`src/rtl/bit_serializer.sv`:
```
// ---------------------------------------------------------------------------
// bit_serializer
//
// Parallel-to-serial front end for the serial sequence detectors. It accepts
// WIDTH-bit words over a valid/ready handshake and shifts them out one bit
// per clock, MSB-first by default. A one-word holding register lets
// back-to-back words stream with no idle bit between them. This keeps
// patterns that span a word boundary visible to the downstream detector.
//
// Parameters:
//   WIDTH      word width in bits (>= 2)
//   MSB_FIRST  1: bit WIDTH-1 leaves first, 0: bit 0 leaves first
//   IDLE_BIT   level driven on dout while no word is being shifted
//
// Ports:
//   clk         rising-edge clock
//   rst         asynchronous, active-high reset
//   in_valid    upstream word valid
//   in_data     upstream word, held stable while in_valid && !in_ready
//   in_ready    a word can be accepted this cycle
//   dout        serial bit (registered)
//   dout_valid  dout carries a word bit this cycle (registered)
//   word_done   final bit of a word is on dout this cycle
//   busy        shifter or holding register occupied
// ---------------------------------------------------------------------------
module bit_serializer #(
    parameter int WIDTH     = 8,
    parameter bit MSB_FIRST = 1'b1,
    parameter bit IDLE_BIT  = 1'b0
) (
    input  logic             clk,
    input  logic             rst,
    input  logic             in_valid,
    input  logic [WIDTH-1:0] in_data,
    output logic             in_ready,
    output logic             dout,
    output logic             dout_valid,
    output logic             word_done,
    output logic             busy
);

    localparam int              CNT_W    = $clog2(WIDTH);
    localparam logic [CNT_W-1:0] LAST_CNT = CNT_W'(WIDTH - 1);

    typedef enum logic {
        IDLE  = 1'b0,
        SHIFT = 1'b1
    } state_t;

    state_t             state_q, state_d;
    logic [WIDTH-1:0]   shift_q, shift_d;
    logic [WIDTH-1:0]   hold_q, hold_d;
    logic               hold_valid_q, hold_valid_d;
    logic [CNT_W-1:0]   cnt_q, cnt_d;
    logic               dout_q, dout_d;
    logic               dout_valid_q, dout_valid_d;

    logic               accept;
    logic [WIDTH-1:0]   shift_adv;

    // Ready drops during reset so nothing is accepted while the block is
    // being cleared.
    assign in_ready = !rst && !hold_valid_q;
    assign accept   = in_valid && in_ready;

    // The shifter always presents the bit currently on dout at its output
    // end. Advancing moves the next bit into that position.
    assign shift_adv = MSB_FIRST ? (shift_q << 1) : (shift_q >> 1);

    // NOTE: every signal written here gets a default first. A path that
    // leaves a signal unassigned would otherwise infer a latch.
    always_comb begin
        state_d      = state_q;
        shift_d      = shift_q;
        hold_d       = hold_q;
        hold_valid_d = hold_valid_q;
        cnt_d        = cnt_q;

        unique case (state_q)
            IDLE: begin
                // Bypass load: hold is always empty in IDLE.
                if (accept) begin
                    state_d = SHIFT;
                    shift_d = in_data;
                    cnt_d   = '0;
                end
            end

            SHIFT: begin
                if (cnt_q == LAST_CNT) begin
                    // Last bit leaving. The held word has priority. A new
                    // accept cannot coincide with it because in_ready is low.
                    if (hold_valid_q) begin
                        shift_d      = hold_q;
                        hold_valid_d = 1'b0;
                        cnt_d        = '0;
                    end else if (accept) begin
                        shift_d = in_data;
                        cnt_d   = '0;
                    end else begin
                        state_d = IDLE;
                        shift_d = '0;
                        cnt_d   = '0;
                    end
                end else begin
                    shift_d = shift_adv;
                    cnt_d   = cnt_q + 1'b1;
                    if (accept) begin
                        hold_d       = in_data;
                        hold_valid_d = 1'b1;
                    end
                end
            end

            default: begin
                state_d = IDLE;
            end
        endcase

        // dout is registered, so it is taken from the next shifter contents.
        dout_valid_d = (state_d == SHIFT);
        if (state_d == SHIFT) begin
            dout_d = MSB_FIRST ? shift_d[WIDTH-1] : shift_d[0];
        end else begin
            dout_d = IDLE_BIT;
        end
    end

    // NOTE: sequential state uses non-blocking assignments only. Other
    // processes then see pre-edge values regardless of evaluation order.
    always_ff @(posedge clk or posedge rst) begin
        if (rst) begin
            state_q      <= IDLE;
            shift_q      <= '0;
            hold_q       <= '0;
            hold_valid_q <= 1'b0;
            cnt_q        <= '0;
            dout_q       <= IDLE_BIT;
            dout_valid_q <= 1'b0;
        end else begin
            state_q      <= state_d;
            shift_q      <= shift_d;
            hold_q       <= hold_d;
            hold_valid_q <= hold_valid_d;
            cnt_q        <= cnt_d;
            dout_q       <= dout_d;
            dout_valid_q <= dout_valid_d;
        end
    end

    assign dout       = dout_q;
    assign dout_valid = dout_valid_q;
    assign word_done  = dout_valid_q && (cnt_q == LAST_CNT);
    assign busy       = (state_q == SHIFT) || hold_valid_q;

endmodule
```
`config.mk`:
```
export PLATFORM = sky130hd
export DESIGN_NAME = bit_serializer
export DESIGN_NICKNAME = d
export VERILOG_FILES = /design/src/rtl/bit_serializer.sv
export SDC_FILE = /design/constraint.sdc
export NUM_CORES = 1
export LEC_CHECK = 0
export CORE_MARGIN = 5
export CORE_UTILIZATION = 52
export DETAILED_ROUTE_END_ITERATION = 16
export PLACE_DENSITY = 0.77
export SKIP_CTS_REPAIR_TIMING = 1
export SYNTH_ARGS = -nofsm -noshare
export SYNTH_HDL_FRONTEND = slang
export SYNTH_SLANG_ARGS = --single-unit
```
`constraint.sdc`:
```
create_clock -name clk -period 1.8 [get_ports clk]
set_input_delay 0.18 -clock clk [delete_from_list [all_inputs] [get_ports clk]]
set_output_delay 0.18 -clock clk [all_outputs]
set_load 0.02 [all_outputs]
```
==> impl_metrics.yaml, run 1 <==
final_layout:
  fillers: 150
  regArea_sq_um: 526.8
  nets: 128
  insertedDiodeCount: 0
  stdcell_area_sq_um: 1319
  drive_above_1_share_pct: 22.81
  multi_input_area_sq_um: 505.5
  area_delta_synth_final_pct: 21.29
clock_tree:
  root_buffer: "clkbuf_4"
  max-clock-path-buffers: 2
  clock-sinks: 21
  cts_buffers: 3
  clkLatencyLatePin_ps: 300
  cts_tree: "built"
  path_clk_slew_ps: 120
  cts_htree_levels: 1
detailed_routing:
  wl_um: 2197
  wl_met1_um: 1073
  postRouteAntennaNets: 0
  wl_met2_um: 1022
  post_drt_wl_per_cell_um: 15.58
  top_layer: "met4"
  initialDrtViolationCount: 9
  vias: 796
  post-route-drc-count: 0
  met3RoutedLength_um: 83
  viasPerCell: 5.645
  drt-pass1-iter-count: 4
logic_synthesis:
  ys.flop_type: "dfrtp_1"
  synth.distinct_cells: 32
  synth_edf_count: 0
  synthArstFlopShare_pct: 100.0
  yosysWarnings: 0
  synth_fp_nets: 108
  netlist_instances: 95
  synth_area_sq_um: 1087
  ys_seq_area_share_pct: 48.33
  ys_ff_latch: 21
  syn_area_per_cell_sq_um: 11.45
global_route:
  grt_pass1_wl_um: 3781
  grt_max_degree: 22
  overflow: 0
  antenna_found_initial: 0
  grt_pass1_vias: 837
  grt_usage_pct: 15.12
floorplan:
  io_pins: 16
  core.rowCount: 16
  fp.dieH_um: 55.73
  initial_core_util_pct: 54.86
  core_sq_um: 1982
  die_area_sq_um: 3105
  die_width_um: 55.73
outcome:
  status: "finished clean"
timing:
  whs_ps: 374.7
  rsz0062_at_grt: "no"
  relSlewSlack_pct: 75.42
  finClkSkew_ps: 6.283
  worstMarginPinSlew_ps: 364.1
  slew_viol_final: 0
  finalCriticalPeriod_ps: 1741
  finalHoldViolations: 0
  fin_crit_sh_pct: 96.72
  fmax_mhz: 574.4
  fin_ws_ps: 59.12
  setup_viol: 0
  tns_ps: 0
hold_path:
  hold_class: "in2async"
worst_setup_path:
  crit_slowest_cell: "dfrtp_1"
  cp_cell_sequence: "ha_1 > ha_1 > nand2b_1 > o211a_1 > a221o_1"
  crit_path_start_kind: "flip-flop"
  slowest_delay_ps: 400
  worstPathArrival_ps: 1930
  required_ps: 1990
  critPathKind: "reg2reg"
  cp-end-kind: "flip-flop"
  crit_path_frequent_cell: "ha_1"
  cp_max_fo: 8
place:
  place_area_sq_um: 1282
  place_congestion: 0.7849
  hpwl_um: 1522
  io_buffers: 15
  pre_cts_ws_ps: 78.30
pwr:
  leakage_nw: 0.6621
  power.density_nw_per_um2: 1428
  vdd_ir_drop_max_mv: 1.037
job:
  max_cap_viol_count: 0
## registers in the layout, summed over array words and instances, names as in the netlist
signal        cells
hold_valid_q      1
dout_valid        1
dout              1
cnt_q             3
shift_q           7
hold_q            8
## worst max-delay path, delay by kind of cell (launching register included)
kind                       cells  cell delay [ps]
DFF                            1              400
AOI/OAI and AO/OA              2              530
adders and majority gates      2              420
and+or+nand+nor                1              290
## final cells by class
cell class                      count  area share [%]
Timing Repair Buffer               21           15.37
Sequential cell                    21           39.94
Clock inverter                      1          0.3795
Inverter                            6           1.708
Tap cell                           27           2.562
Clock buffer                        3           1.708
Multi-Input combinational cell     62           38.33
## cell usage in the layout (no fill, tap or decap), drive strengths merged, types with 2 or more instances in the layout
cell	instances
ha	2
nand3	7
o211a	4
inv	6
dfrtp	21
clkdlybuf4s50	12
clkbuf	3
nor2	4
o21ai	7
nand2b	2
nand2	7
buf	6
dlymetal6s2s	3
a221o	5
mux2	9
## kinds of logic after synthesis
kind of cell | share of synthesized area [%]
buf+inv | 5.177
fa+ha+maj | 2.301
compound gates | 17.84
flops | 48.33
simple gates | 14.27
mux | 12.08
## report_power, final
| group | total [mW] | switching, mW | internal [mW] |
|---|---|---|---|
| Clock | 0.225 | 0.142 | 0.0827 |
| Sequential | 0.829 | 0.146 | 0.682 |
| Combinational | 0.830 | 0.393 | 0.437 |
## routing by layer
metal | GRT usage [%] | up-vias
met1 | 19.40 | 400
met2 | 24.83 | 12
li1 | - | 382
met5 | 0 | -
met4 | 6.250 | 0
met3 | 2.784 | 2
## per-stage QoR
step | utilization, % | total power [mW] | instances
after global routing | 66.54 | 2.033 | 141
after global placement | 64.71 | 1.645 | 137
final | 66.54 | 1.883 | 141
after floorplan | - | 1.419 | 95
after CTS | 66.10 | 1.898 | 141
after detailed placement | 64.71 | 1.662 | 137
## synth_stat cells (2+ instances only)
library cell	number	share of area, %
a221o_1	5	4.6
ha_1	2	2.3
buf_4	2	1.4
o211a_1	4	3.7
nand2b_1	2	1.2
dfrtp_1	21	48
inv_1	6	2.1
mux2_4	8	11
o21ai_0	7	3.2
buf_2	3	1.4
nand3_1	7	3.2
nand2_1	6	2.1
nor2_1	3	1.0
## final timing paths
kind,start,to,slack [ps],depth (start not counted)
max,cnt_q[0],shift_q[3],60,5
min in group clk,in_data[7],dout,480,3
max in group asynchronous,rst,hold_valid_q,1200,3
max reg2reg,cnt_q[0],shift_q[3],60,5
min,rst,hold_q[4],370,3
min reg2reg,hold_q[0],hold_q[0],530,1
Note: power is estimated with default switching activity, not from simulation.
==> run 2: changes to the inputs <==
--- a/config.mk
+++ b/config.mk
@@ -5,8 +5,9 @@
 export SDC_FILE = /design/constraint.sdc
 export NUM_CORES = 1
 export LEC_CHECK = 0
-export CORE_MARGIN = 5
+export CORE_MARGIN = 3
 export CORE_UTILIZATION = 52
+export CTS_CLUSTER_DIAMETER = 150
 export DETAILED_ROUTE_END_ITERATION = 16
 export PLACE_DENSITY = 0.77
 export SKIP_CTS_REPAIR_TIMING = 1
==> run 2 against run 1 <==
Compared with the run above:
- combinational power is 5.3% higher
- power increased by 3.8%
- clock power hardly changed
- core utilization up 6.0 points
- critical path type unchanged
==> impl_metrics.yaml, run 2 (same netlist as run 1, synthesis figures left out) <==
floorplan:
  initial_core_util_pct: 59.12
  die_width_um: 51.73
  core.rowCount: 15
  io_pins: 16
  core_sq_um: 1839
  die_area_sq_um: 2675
  fp.dieH_um: 51.73
detailed_routing:
  viasPerCell: 5.796
  vias: 823
  met3RoutedLength_um: 121
  wl_met2_um: 1156
  top_layer: "met4"
  wl_met1_um: 1023
  drt-pass1-iter-count: 4
  post-route-drc-count: 0
  wl_um: 2335
  post_drt_wl_per_cell_um: 16.44
  initialDrtViolationCount: 8
  postRouteAntennaNets: 0
worst_setup_path:
  crit_path_start_kind: "flip-flop"
  slowest_delay_ps: 410
  crit_slowest_cell: "dfrtp_1"
  cp_max_fo: 7
  critPathKind: "reg2reg"
  crit_family: "compound AO/OA/AOI/OAI gates"
  required_ps: 2000
  crit_path_frequent_cell: "ha_1"
  cp_cell_sequence: "ha_1 > ha_1 > nand2b_2 > o211a_1 > a221o_1"
  cp-end-kind: "flip-flop"
  worstPathArrival_ps: 1920
  path_buf_inv: 0
outcome:
  status: "finished clean"
pwr:
  leakage_nw: 0.6682
  vdd_ir_drop_max_mv: 0.9890
  power.density_nw_per_um2: 1466
clock_tree:
  path_clk_slew_ps: 110
  cts_buffers: 3
  clock-sinks: 21
  max-clock-path-buffers: 2
  clkLatencyLatePin_ps: 300
  cts_htree_levels: 1
  cts_tree: "built"
  root_buffer: "clkbuf_4"
timing:
  finalHoldViolations: 0
  relSlewSlack_pct: 75.58
  slew_viol_final: 0
  fmax_mhz: 579.9
  finalCriticalPeriod_ps: 1725
  fin_ws_ps: 75.46
  finClkSkew_ps: 3.033
  worstMarginPinSlew_ps: 361.8
  setup_viol: 0
  fin_crit_sh_pct: 95.81
  whs_ps: 369.6
  rsz0062_at_grt: "no"
final_layout:
  drive_above_1_share_pct: 26.50
  largest_reg_flops: 8
  regMostFlops: "hold_q"
  final_cell_mix: "dfrtp_1 (19), clkdlybuf4s50_1 (12), buf_4 (9)"
  insertedDiodeCount: 0
  final_util_pct: 72.52
  stdcell_area_sq_um: 1334
  layout_commonest_cell: "dfrtp_1"
  nets: 131
  area_delta_synth_final_pct: 22.67
  top_regs: "hold_q (8), shift_q (7), cnt_q (3)"
global_route:
  antenna_found_initial: 0
  grt_pass1_vias: 846
  grt_usage_pct: 20.56
  overflow: 0
  grt_max_degree: 22
  grt_pass1_wl_um: 3939
job:
  max_cap_viol_count: 0
place:
  place_congestion: 0.8315
  io_buffers: 15
  place_area_sq_um: 1303
  hpwl_um: 1670
  pre_cts_ws_ps: 59.86
hold_path:
  hold_class: "in2async"
==> run 2: worst min-delay path, delay by kind of cell <==
family / cells / cell delay, ps
buffers and inverters: 3 / 890
==> run 2: worst paths after layout <==
| check | startpoint | endpoint | slack (ps) | cells past startpoint |
|---|---|---|---|---|
| worst max register to register | cnt_q[0] | shift_q[6] | 80 | 5 |
| worst min-delay path | rst | cnt_q[2] | 370 | 3 |
| max in group asynchronous | rst | dout_valid | 1200 | 3 |
| min in group clk | in_data[7] | dout | 490 | 3 |
| worst max-delay path | cnt_q[0] | shift_q[6] | 80 | 5 |
| worst min register to register | hold_q[1] | hold_q[1] | 520 | 1 |
==> run 2: stage by stage <==
step / power (mW) / std cells / TNS, ps
2_1_floorplan: 1.419 / 95 / 0
3_3_place_gp: 1.693 / 138 / 0
3_5_place_dp: 1.727 / 138 / 0
4_1_cts: 1.959 / 142 / -375.2
5_1_grt: 2.105 / 142 / 0
6_report: 1.955 / 142 / 0
==> run 2: routing by layer <==
| layer | track usage, % | vias to the layer above |
|---|---|---|
| met5 | 0 | - |
| met4 | 6.987 | 0 |
| met3 | 6.590 | 4 |
| met2 | 34.75 | 26 |
| met1 | 24.54 | 402 |
| li1 | - | 391 |
==> run 2: power breakdown <==
part	switching (mW)	internal [mW]	leakage (nW)
Clock	0.141	0.0865	0.0150
Combinational	0.399	0.475	0.395
Sequential	0.169	0.684	0.258
Total	0.709	1.25	0.668
==> run 2: area by class of cell <==
class	count	area, sq um
clock buffer	4	26.28
fill	143	505.5
inverter	6	22.52
multi-input combinational	62	508.0
sequential	21	528.0
tap	25	31.28
timing repair buffer	24	217.7
==> run 3: changes to the inputs <==
==> constraint.sdc (replaced) <==
create_clock -name clk -period 1.83 [get_ports clk]
set_input_delay 0.183 -clock clk [delete_from_list [all_inputs] [get_ports clk]]
set_output_delay 0.183 -clock clk [all_outputs]
set_load 0.02 [all_outputs]
==> run 3 against run 2 <==
Compared with the run above:
- via count shrank 0.24%
- flip-flop and latch count stayed put
- sequential share of layout area increased by 0.22 points
- combinational power down 4.7%
- core utilization shrank 0.41 points
- non-clock buffer count fell by 1
- final area fell by 0.56%
- worst hold slack got worse by 2.0 ps
- routed wire length shrank 5.3%
==> impl_metrics.yaml, run 3 (same netlist as run 1, synthesis figures left out) <==
clock_tree:
  cts_tree: "built"
  root_buffer: "clkbuf_4"
  cts_htree_levels: 1
  max-clock-path-buffers: 2
  clkLatencyLatePin_ps: 300
  path_clk_slew_ps: 110
  clock-sinks: 21
  cts_buffers: 3
floorplan:
  die_width_um: 51.73
  core.rowCount: 15
  initial_core_util_pct: 59.12
  io_pins: 16
  die_area_sq_um: 2675
  fp.dieH_um: 51.73
  core_sq_um: 1839
final_layout:
  nets: 130
  layout_commonest_cell: "dfrtp_1"
  final_util_pct: 72.11
  insertedDiodeCount: 0
  drive_above_1_share_pct: 27.59
  finalNonFillerCells: 141
  final_cell_mix: "dfrtp_1 (19), clkdlybuf4s50_1 (13), mux2_4 (8), buf_4 (8)"
  regMostFlops: "hold_q"
  area_delta_synth_final_pct: 21.98
  top_regs: "hold_q (8), shift_q (7), cnt_q (3)"
  stdcell_area_sq_um: 1326
  largest_reg_flops: 8
timing:
  fmax_mhz: 567.5
  finalCriticalPeriod_ps: 1762
  slew_viol_final: 0
  relSlewSlack_pct: 76.95
  worstMarginPinSlew_ps: 341.4
  fin_crit_sh_pct: 96.29
  setup_viol: 0
  finalHoldViolations: 0
  finClkSkew_ps: 0.9611
  tns_ps: 0
worst_setup_path:
  required_ps: 1650
  cp-end-kind: "output port"
  critPathKind: "reg2out"
  crit_path_start_kind: "flip-flop"
  worstPathArrival_ps: 1580
  cp_max_fo: 10
global_route:
  grt_max_degree: 22
  antenna_found_initial: 0
  grt_pass1_wl_um: 3912
  overflow: 0
  grt_pass1_vias: 834
  grt_usage_pct: 20.11
place:
  io_buffers: 15
  place_congestion: 0.8345
  hpwl_um: 1625
  dp_cells: 137
  place_area_sq_um: 1295
detailed_routing:
  post-route-drc-count: 0
  post_drt_wl_per_cell_um: 15.68
  drt-pass1-iter-count: 4
  postRouteAntennaNets: 0
  vias: 821
  viasPerCell: 5.823
  wl_um: 2211
  initialDrtViolationCount: 17
outcome:
  status: "finished clean"
pwr:
  vdd_ir_drop_max_mv: 0.9236
  power.density_nw_per_um2: 1430
  leakage_nw: 0.6504
hold_path:
  hold_class: "in2async"
job:
  max_cap_viol_count: 0
-- run 3: cell count changes in the layout (fill, tap and decap cells not counted) --
cell,change
and2b_1,-1
dlymetal6s2s_1,-1
buf_4,-1
clkdlybuf4s50_1,+1
clkbuf_1,-1
and2b_2,+1
clkinv_2,+1
-- run 3: power by group --
group | total, mW | internal (mW) | switching, mW
logic | 0.833 | 0.457 | 0.376
clock network | 0.224 | 0.0816 | 0.143
registers | 0.840 | 0.673 | 0.167
total | 1.90 | 1.21 | 0.685
-- run 3: worst paths after layout --
path / from / endpoint / slack [ps] / depth (start not counted)
setup / recovery: hold_valid_q / in_ready / 70 / 2
hold / removal: rst / dout_valid / 370 / 3
setup reg to reg: cnt_q[0] / shift_q[1] / 110 / 5
hold reg to reg: hold_q[1] / hold_q[1] / 530 / 1
max in group asynchronous: rst / hold_valid_q / 1230 / 3
min in group clk: in_data[7] / dout / 480 / 3
-- run 3: cell type report --
type                       instances  area [sq um]
timing repair buffer              23         207.7
fill                             146         513.0
clock buffer                       3         22.52
inverter                           6         22.52
tap                               25         31.28
clock inverter                     1         5.005
multi-input combinational         62         509.2
sequential                        21         528.0
-- run 3: routing by layer --
metal	up-vias	track usage, %	share of wire (%)	wire, um
met5	-	0	0	0
met4	0	10.48	1.8	40
met1	406	24.77	43	948
met2	22	32.84	51	1127
met3	6	4.298	4.3	94
li1	387	-	-	-
-- run 3: worst max-delay path, cell delays in order, from the launching register on --
cell and delay, ps:
dfrtp_2 500, nor2_1 150, clkdlybuf4s50_1 620
-- run 3: per-stage QoR --
stage / setup WS [ps] / hold slack [ps] / power [mW]
global route: -4.393 / 398.4 / 2.055
floorplan: 206.8 / 168.0 / 1.396
global placement: 126.8 / 496.0 / 1.645
CTS: -276.9 / 360.6 / 1.906
finish: 67.97 / 367.7 / 1.897
detailed placement: 82.34 / 497.0 / 1.674
